File: src/rtl/rv_alu_if.sv
// rv_alu_if: operand/result bundle between the execute-stage sequencer and the ALU.
//   master : drives in_valid, a, b, alu_op; observes the registered results
//   slave  : the ALU; consumes operands, drives alu_res, out_valid, zero, illegal_op
interface rv_alu_if;
    logic        in_valid;
    logic [31:0] a;
    logic [31:0] b;
    logic [4:0]  alu_op;
    logic [31:0] alu_res;
    logic        out_valid;
    logic        zero;
    logic        illegal_op;

    modport master (
        output in_valid, a, b, alu_op,
        input  alu_res, out_valid, zero, illegal_op
    );

    modport slave (
        input  in_valid, a, b, alu_op,
        output alu_res, out_valid, zero, illegal_op
    );
endinterface

File: src/rtl/rv_alu.sv
// rv_alu: 32-bit RV32I integer ALU with a single registered output stage.
//   clk  : rising-edge clock for all registers
//   rst  : asynchronous active-high reset (alu_res=0, zero=1, illegal_op=0, out_valid=0)
//   bus  : rv_alu_if.slave
//          in: in_valid, a, b, alu_op   out: alu_res, out_valid, zero, illegal_op
// Result appears exactly one cycle after an in_valid cycle; outputs hold while idle.
module rv_alu (
    input  logic       clk,
    input  logic       rst,
    rv_alu_if.slave    bus
);

    localparam logic [4:0] OP_ADD  = 5'd0;
    localparam logic [4:0] OP_SUB  = 5'd1;
    localparam logic [4:0] OP_SLL  = 5'd2;
    localparam logic [4:0] OP_SLT  = 5'd3;
    localparam logic [4:0] OP_SLTU = 5'd4;
    localparam logic [4:0] OP_XOR  = 5'd5;
    localparam logic [4:0] OP_SRL  = 5'd6;
    localparam logic [4:0] OP_SRA  = 5'd7;
    localparam logic [4:0] OP_OR   = 5'd8;
    localparam logic [4:0] OP_AND  = 5'd9;

    logic [4:0]  shamt_s;
    logic [31:0] next_res_s;
    logic        next_illegal_s;

    logic [31:0] alu_res_r;
    logic        zero_r;
    logic        illegal_op_r;
    logic        out_valid_r;

    // Only the low five bits of b take part in shifts.
    assign shamt_s = bus.b[4:0];

    // Combinational operation select; unsupported codes yield zero plus the illegal flag.
    always_comb begin
        next_res_s     = 32'h0000_0000;
        next_illegal_s = 1'b0;
        case (bus.alu_op)
            OP_ADD:  next_res_s = bus.a + bus.b;
            OP_SUB:  next_res_s = bus.a - bus.b;
            OP_SLL:  next_res_s = bus.a << shamt_s;
            OP_SLT:  next_res_s = {31'd0, ($signed(bus.a) < $signed(bus.b))};
            OP_SLTU: next_res_s = {31'd0, (bus.a < bus.b)};
            OP_XOR:  next_res_s = bus.a ^ bus.b;
            OP_SRL:  next_res_s = bus.a >> shamt_s;
            // Signed cast makes >>> replicate a[31] into the vacated bits.
            OP_SRA:  next_res_s = $unsigned($signed(bus.a) >>> shamt_s);
            OP_OR:   next_res_s = bus.a | bus.b;
            OP_AND:  next_res_s = bus.a & bus.b;
            default: begin
                next_res_s     = 32'h0000_0000;
                next_illegal_s = 1'b1;
            end
        endcase
    end

    // Output stage: capture on in_valid, hold data otherwise; out_valid is a one-cycle strobe.
    always_ff @(posedge clk or posedge rst) begin
        if (rst) begin
            alu_res_r    <= 32'h0000_0000;
            zero_r       <= 1'b1;
            illegal_op_r <= 1'b0;
            out_valid_r  <= 1'b0;
        end else begin
            out_valid_r <= bus.in_valid;
            if (bus.in_valid) begin
                alu_res_r    <= next_res_s;
                zero_r       <= (next_res_s == 32'h0000_0000);
                illegal_op_r <= next_illegal_s;
            end else begin
                alu_res_r    <= alu_res_r;
                zero_r       <= zero_r;
                illegal_op_r <= illegal_op_r;
            end
        end
    end

    assign bus.alu_res    = alu_res_r;
    assign bus.zero       = zero_r;
    assign bus.illegal_op = illegal_op_r;
    assign bus.out_valid  = out_valid_r;

endmodule

File: src/flat_wrapper.sv
// flat-port wrapper written by rule: the top's interface ports become plain ports
module rv_alu_flat 
  (clk, rst, bus_in_valid, bus_a, bus_b, bus_alu_op, bus_alu_res, bus_out_valid, bus_zero, bus_illegal_op);
  rv_alu_if bus_i ();
  input  logic clk;
  input  logic rst;
  input wire logic [$bits(bus_i.in_valid)-1:0] bus_in_valid;
  input wire logic [$bits(bus_i.a)-1:0] bus_a;
  input wire logic [$bits(bus_i.b)-1:0] bus_b;
  input wire logic [$bits(bus_i.alu_op)-1:0] bus_alu_op;
  output wire logic [$bits(bus_i.alu_res)-1:0] bus_alu_res;
  output wire logic [$bits(bus_i.out_valid)-1:0] bus_out_valid;
  output wire logic [$bits(bus_i.zero)-1:0] bus_zero;
  output wire logic [$bits(bus_i.illegal_op)-1:0] bus_illegal_op;
  assign bus_i.in_valid = bus_in_valid;
  assign bus_i.a = bus_a;
  assign bus_i.b = bus_b;
  assign bus_i.alu_op = bus_alu_op;
  assign bus_alu_res = bus_i.alu_res;
  assign bus_out_valid = bus_i.out_valid;
  assign bus_zero = bus_i.zero;
  assign bus_illegal_op = bus_i.illegal_op;
  rv_alu u_core (.clk(clk), .rst(rst), .bus(bus_i));
endmodule
File: config.mk
export PLATFORM = sky130hd
export DESIGN_NAME = rv_alu_flat
export DESIGN_NICKNAME = d
export VERILOG_FILES = /design/src/rtl/rv_alu_if.sv /design/src/rtl/rv_alu.sv /design/src/flat_wrapper.sv
export SDC_FILE = /design/constraint.sdc
export NUM_CORES = 1
export LEC_CHECK = 0
export ABC_AREA = 1
export CORE_UTILIZATION = 55
export DETAILED_ROUTE_END_ITERATION = 8
export PLACE_DENSITY = 0.77
export RECOVER_POWER = 25
export SLEW_MARGIN = 0
export SYNTH_ARGS = -nofsm -noshare
export SYNTH_HDL_FRONTEND = slang
export SYNTH_SLANG_ARGS = --single-unit
File: constraint.sdc
create_clock -name clk -period 1.91 [get_ports clk]
set_input_delay 0.191 -clock clk [delete_from_list [all_inputs] [get_ports clk]]
set_output_delay 0.191 -clock clk [all_outputs]
set_load 0.005 [all_outputs]
==> results.md, run 1 <==
- Horiz. Die Dim: 144.6 um
- Die height: 144.6 um
- Outcome: stopped before the end
- Gpl congestion: 1.225
- Io pins: 107
- Cell Area, Synth: 0.01118 sq mm
- Sequential-to-total area share from yosys stat: 7.846%
- Yosys cell types: 42
- Hpwl dp: 46810 um
- Syn_nets: 2366
- CTS buffer count: 5
- Buffers on Ports: 106
- Global-route wire length before repair: 152300 um
- Number of synthesized flops with an enable pin: 0
- Synth Instances: 2193
- Synth top area share: 23.91%
- Failed at: global routing (5_1_grt)
- Top cells by area, synth: nand2_1 (24%), nand3_1 (21%), ha_1 (11%), inv_1 (8.9%), dfrtp_1 (7.6%)
- Vias in the first global route: 25.63k
- Synth warn: 0
- Error message: [ERROR GRT-0116] Global routing finished with congestion. Check the congestion regions in the DRC Viewer.
- Gr ovfl total: 930
- Root Driver: clkbuf_16
- Post-synth top flop: dfrtp_1
- CTS Sinks: 35
- H-Tree Level Count: 2
- Pin count of the biggest net entering global routing: 52
- Gr usage total: 96.07%
- Core Rows: 51
- Fraction of registers with async set/reset: 100.0%
- Longest Clk Path Bufs: 2
- Initial Util: 56.69%
- Yosys reg bits: 35
- Yosys top cell by area: nand2_1
- Syn_area_per_cell: 5.097 sq um
==> cells by family after synthesis <==
group	count (synthesis)	synth area share, %
AO/OA/AOI/OAI	221	11.11
adder cells (fa/ha/maj)	101	11.44
buffers and inverters	372	13.77
flip-flops	35	7.847
AND/OR/NAND/NOR	1464	55.83
==> synth_stat cells (2+ instances only) <==
library cell  number
a21boi_0           2
a21o_1             3
a21oi_1           81
a31oi_1           12
and2_1             8
buf_1              6
buf_2             55
buf_4             12
buf_6              3
clkbuf_1          20
clkbuf_2           5
clkinv_1           2
dfrtp_1           34
fa_1               2
ha_1              99
inv_1            264
inv_2              5
nand2_1          712
nand2_2            3
nand3_1          458
nand3b_1           4
nand4_1           23
nor2_1           221
nor2_2             2
nor2_4             2
nor3_1            20
nor4_1             4
o211ai_1          13
o21a_1             3
o21ai_0           69
o21bai_1          10
o22ai_1           22
or2_2              5
==> metal layers <==
metal | GRT overflow | track usage (%)
met1 | 46 | 89.73
met2 | 612 | 113.5
met3 | 46 | 82.38
met4 | 218 | 103.3
met5 | 8 | 73.43
==> per-stage QoR <==
stage	TNS, ps	util (%)	cells	area (sq um)	setup WS [ps]
after floorplan	-2227	-	2193	11410	-395.6
after global placement	-27970	80.97	2953	15970	-1300
after detailed placement	-31010	80.97	2953	15970	-1453
after CTS	-1207	96.24	3038	18980	-365.4
==> repair_timing <==
action,CTS
setup buffers,79
cloned,0
pin swaps,226
hold buffers,0
hold endpoints to repair,0
endpoints found under the setup margin,33
gates resized for setup,960
==> run 2: changes to the inputs <==
--- a/config.mk
+++ b/config.mk
@@ -6,9 +6,9 @@
 export NUM_CORES = 1
 export LEC_CHECK = 0
 export ABC_AREA = 1
-export CORE_UTILIZATION = 55
+export CORE_UTILIZATION = 40
 export DETAILED_ROUTE_END_ITERATION = 8
-export PLACE_DENSITY = 0.77
+export PLACE_DENSITY_LB_ADDON = 0.15
 export RECOVER_POWER = 25
 export SLEW_MARGIN = 0
 export SYNTH_ARGS = -nofsm -noshare
==> results.md, run 2 <==
- Outcome: complete, but fails checks
- Failing checks: negative setup slack
- Yosys top cell by area: nand2_1
- CTS Sinks: 35
- Ratio of cells with drive above 1 in the final layout: 48.17%
- Core Rows: 60
- Fin worst setup slack: -736.8 ps
- Fraction of registers with async set/reset: 100.0%
- Power density cells: 371.3 mW/mm^2
- Clk_skew: 0 ps
- Worst-path cell chain: buf_2 -> inv_4 -> ha_4 -> buf_6 -> nand2_2 -> inv_4 -> nand2_4 -> nor2_1 -> nand2_1 -> nand2_2 -> nand4_1 -> nand2_1 -> nand2_1 -> nand3_1 -> nand2_1 -> nor2_2 -> nand2_1 -> nor2_2 -> nand3_2 -> nand2_1
- CTS buffer count: 5
- Worst path max stage delay: 450 ps
- Post-Route WL: 73750 um
- Vias in the first global route: 17.49k
- Io pins: 107
- R2R setup slack: 1070 ps
- Most frequent cell on the critical path: nand2_1
- Hpwl dp: 54290 um
- Gpl congestion: 1.053
- Initial Util: 41.13%
- Leak: 10.56 nW
- Horiz. Die Dim: 169.2 um
- Worst Setup EP: u_core.bus.zero
- CP Depth: 20
- Final period utilization: 138.6%
- Worst Setup End Kind: flip-flop
- Syn_area_per_cell: 5.097 sq um
- Worst-Margin Slew: 953.9 ps
- Die height: 169.2 um
- Drt first pass iters: 9
- Crit Reg-Reg Endpoint: u_core.bus.alu_res[13]
- Most frequent cells in the layout: buf_4 (563), nand2_1 (529), nand3_1 (383), inv_1 (156), nand2_2 (139)
- RSZ-0062 raised after global routing: true
- Most common cell after layout, fill and taps aside: buf_4
- R2R cell count: 2
- CP max FO: 7
- DRT iter0 DRCs: 2379
- Worst slack, placed: -1647 ps
- Die area: 0.02862 sq mm
- Worst reg2reg startpoint: u_core.bus.alu_res[13]
- CTS tree: done
- Gr usage total: 46.08%
- CP delay by family, top: simple AND/OR/NAND/NOR gates
- Synth Instances: 2193
- Yosys cell types: 42
- Initial antenna violation count: 0
- Longest Clk Path Bufs: 2
- Fin. Hold Viols: 0
- Worst Path Buf+Inv: 4
- Critical-path top delay cell: nand4_1
- # setup viols final: 26
- Placement Cell Area: 0.01669 sq mm
- HP Class: in -> reg
- Req. time, crit path: 2150 ps
- Via density: 5.944
- Diode count: 0
- Count leader, synth: nand2_1
- Root Driver: clkbuf_16
- Startpoint Class: primary input
- Max Clk Rate: 0.3778 GHz
- Peak supply drop: 0.3872 mV
- Synth top area share: 23.91%
- Growth of design area from synthesis to finish: 84.63%
- DRC Markers: 0
- Buffers on Ports: 106
- Number of synthesized flops with an enable pin: 0
- Post-Layout Inst Area: 0.02064 sq mm
- Hold_buf cts: 0
- Post-synth top flop: dfrtp_1
- Gr ovfl total: 0
- Worst setup path start: bus_a[9]
- Slew margin rel.: 36.41%
- Net count, final: 3020
- Core Footprint: 0.02718 sq mm
- Clock transition at the registers of the reported paths: 60 ps
- Max-cap violations: 0
- Critical path type: in -> reg
- Pin count of the biggest net entering global routing: 41
- Cell Area, Synth: 0.01118 sq mm
- H-Tree Level Count: 2
- Routed wire length per instance: 22.90 um
- Clk_lat worst skew: 290 ps
- Yosys reg bits: 35
- Syn_nets: 2366
- Post-synth top cells: nand2_1 (712), nand3_1 (458), inv_1 (264)
- Final ANT Viol Nets: 0
- Final Max Tran Viols: 0
- Top cells by area, synth: nand2_1 (24%), nand3_1 (21%), ha_1 (11%), inv_1 (8.9%), dfrtp_1 (7.6%)
- Synth warn: 0
- Critical Path AT: 2880 ps
- Global-route wire length before repair: 99570 um
- Max reg flops: 32
- Final critical-path required period: 2647 ps
- Sequential-to-total area share from yosys stat: 7.846%
- Vias: 19.14k
run 2: final cells by class:
| class | instances | area, sq um |
|---|---|---|
| Multi-Input combinational cell | 1786 | 11780 |
| Fill cell | 2140 | 6538 |
| Timing Repair Buffer | 748 | 6264 |
| Inverter | 271 | 1105 |
| Sequential cell | 35 | 877.1 |
| Tap cell | 372 | 465.4 |
| Clock buffer | 7 | 142.6 |
| Clock inverter | 1 | 5.005 |
run 2: kinds of logic (layout without fill, tap and decap cells):
| logic type | after synthesis | count (layout) | synth area share (%) |
|---|---|---|---|
| simple gates | 1464 | 1464 | 55.83 |
| buf+inv | 372 | 1027 | 13.77 |
| compound gates | 221 | 221 | 11.11 |
| fa+ha+maj | 101 | 101 | 11.44 |
| flops | 35 | 35 | 7.847 |
run 2: tightest hold or removal path: cells and delay by family:
kind	cells	cell delay, ps
simple gates	3	260
buf+inv	2	230
run 2: power breakdown:
group	total [mW]	leakage (nW)	switching (mW)	internal, mW
combinational	5.95	10.0	3.41	2.54
clock	0.855	0.0739	0.337	0.518
sequential	0.861	0.453	0.0485	0.812
total	7.66	10.6	3.79	3.87
run 2: repair_timing:
item | CTS | global route
buffers inserted | 49 | 33
endpoints found under the setup margin | 33 | 32
gates cloned | 2 | 2
resized for setup | 719 | 495
pin swaps | 144 | 191
run 2: per-stage QoR:
stage / hold slack, ps / utilization [%] / power, mW / cells / setup TNS [ps]
floorplan: 222.4 / - / 2.851 / 2193 / -2227
global route: 446.2 / 75.94 / 7.938 / 3220 / -6529
global placement: 463.8 / 61.42 / 5.088 / 3139 / -32140
detailed placement: 470.7 / 61.42 / 5.136 / 3139 / -33420
finish: 421.4 / 75.94 / 7.662 / 3220 / -4627
CTS: 321.8 / 69.79 / 6.684 / 3194 / -2361
run 2: routing by layer:
metal,vias up,wire [um],track usage (%)
met5,-,61,0
met1,8875,27820,59.10
met2,1364,31370,73.52
li1,8452,-,-
met4,2,6026,24.40
met3,448,8479,8.116
run 2: worst min path at each step:
stage / start / endpoint / slack [ps] / depth (start not counted)
5_1_grt: bus_alu_op[4] / u_core.bus.illegal_op / 450 / 5
2_1_floorplan: bus_in_valid / u_core.bus.out_valid / 220 / 0
3_3_place_gp: u_core.bus.alu_res[30] / u_core.bus.alu_res[30] / 460 / 2
6_report: bus_alu_op[4] / u_core.bus.illegal_op / 420 / 5
3_5_place_dp: u_core.bus.alu_res[30] / u_core.bus.alu_res[30] / 470 / 2
4_1_cts: rst / u_core.bus.alu_res[30] / 320 / 3
No activity file was read; power rests on OpenSTA's default activity.
==> run 3: changes to the inputs <==
--- a/config.mk
+++ b/config.mk
@@ -6,7 +6,7 @@
 export NUM_CORES = 1
 export LEC_CHECK = 0
 export ABC_AREA = 1
-export CORE_UTILIZATION = 40
+export CORE_UTILIZATION = 45
 export DETAILED_ROUTE_END_ITERATION = 8
 export PLACE_DENSITY_LB_ADDON = 0.15
 export RECOVER_POWER = 25
==> results.md, run 3 <==
- Outcome: stopped before the end
- Failed at: global routing (5_1_grt)
- Error message: [ERROR GRT-0232] Routing congestion too high. Check the congestion heatmap in the GUI.
- Synth top area share: 23.91%
- Initial antenna violation count: 15
- Syn_area_per_cell: 5.097 sq um
- H-Tree Level Count: 2
- Number of synthesized flops with an enable pin: 0
- Top cells by area, synth: nand2_1 (24%), nand3_1 (21%), ha_1 (11%), inv_1 (8.9%), dfrtp_1 (7.6%)
- Longest Clk Path Bufs: 2
- Gpl congestion: 1.086
- Yosys cell types: 42
- Sequential-to-total area share from yosys stat: 7.846%
- Initial Util: 45.96%
- CTS Sinks: 35
- Root Driver: clkbuf_16
- Synth Instances: 2193
- Post-synth top flop: dfrtp_1
- Yosys top cell by area: nand2_1
- Worst EP kind: register data pin
- Io pins: 107
- Hpwl dp: 51120 um
- Placement Cell Area: 0.01638 sq mm
- Core Rows: 57
- CTS buffer count: 5
- Pin count of the biggest net entering global routing: 52
- Horiz. Die Dim: 159.6 um
- Yosys reg bits: 35
- Die height: 159.6 um
- Gr usage total: 71.69%
- Count leader, synth: nand2_1
- Synth warn: 0
- Cell Area, Synth: 0.01118 sq mm
- Gr ovfl total: 4
- Buffers on Ports: 106
- Fraction of registers with async set/reset: 100.0%
- Post-synth top cells: nand2_1 (712), nand3_1 (458), inv_1 (264)
- Syn_nets: 2366
- Worst EP post-GRT repair: u_core.bus.zero$_DFFE_PP1P_/D
run 3: cell counts after synthesis:
No cell type changed its count.
run 3: logic make-up after synthesis:
group,after synthesis,share of synthesized area [%]
and+or+nand+nor,1464,55.83
buffers and inverters,372,13.77
AOI/OAI and AO/OA,221,11.11
adders and majority gates,101,11.44
DFF,35,7.847
run 3: routing by layer:
layer  GRT usage [%]  GRT overflow
met5           32.01             0
met4           63.81             1
met3           54.83             0
met2           90.35             3
met1           73.27             0
run 3: metrics by stage:
stage | std cells | setup WS, ps | utilization (%) | setup TNS, ps | hold slack [ps]
after floorplan | 2193 | -395.6 | - | -2227 | 222.4
after global placement | 3057 | -1347 | 67.34 | -30850 | 461.7
after detailed placement | 3057 | -1356 | 67.34 | -31980 | 471.3
after CTS | 3119 | -305.4 | 78.18 | -1561 | 339.4
run 3: timing repair:
action | 4_1_cts
setup buffers | 58
pin swaps | 200
endpoints found under the setup margin | 33
gates resized for setup | 862
hold buffers | 0
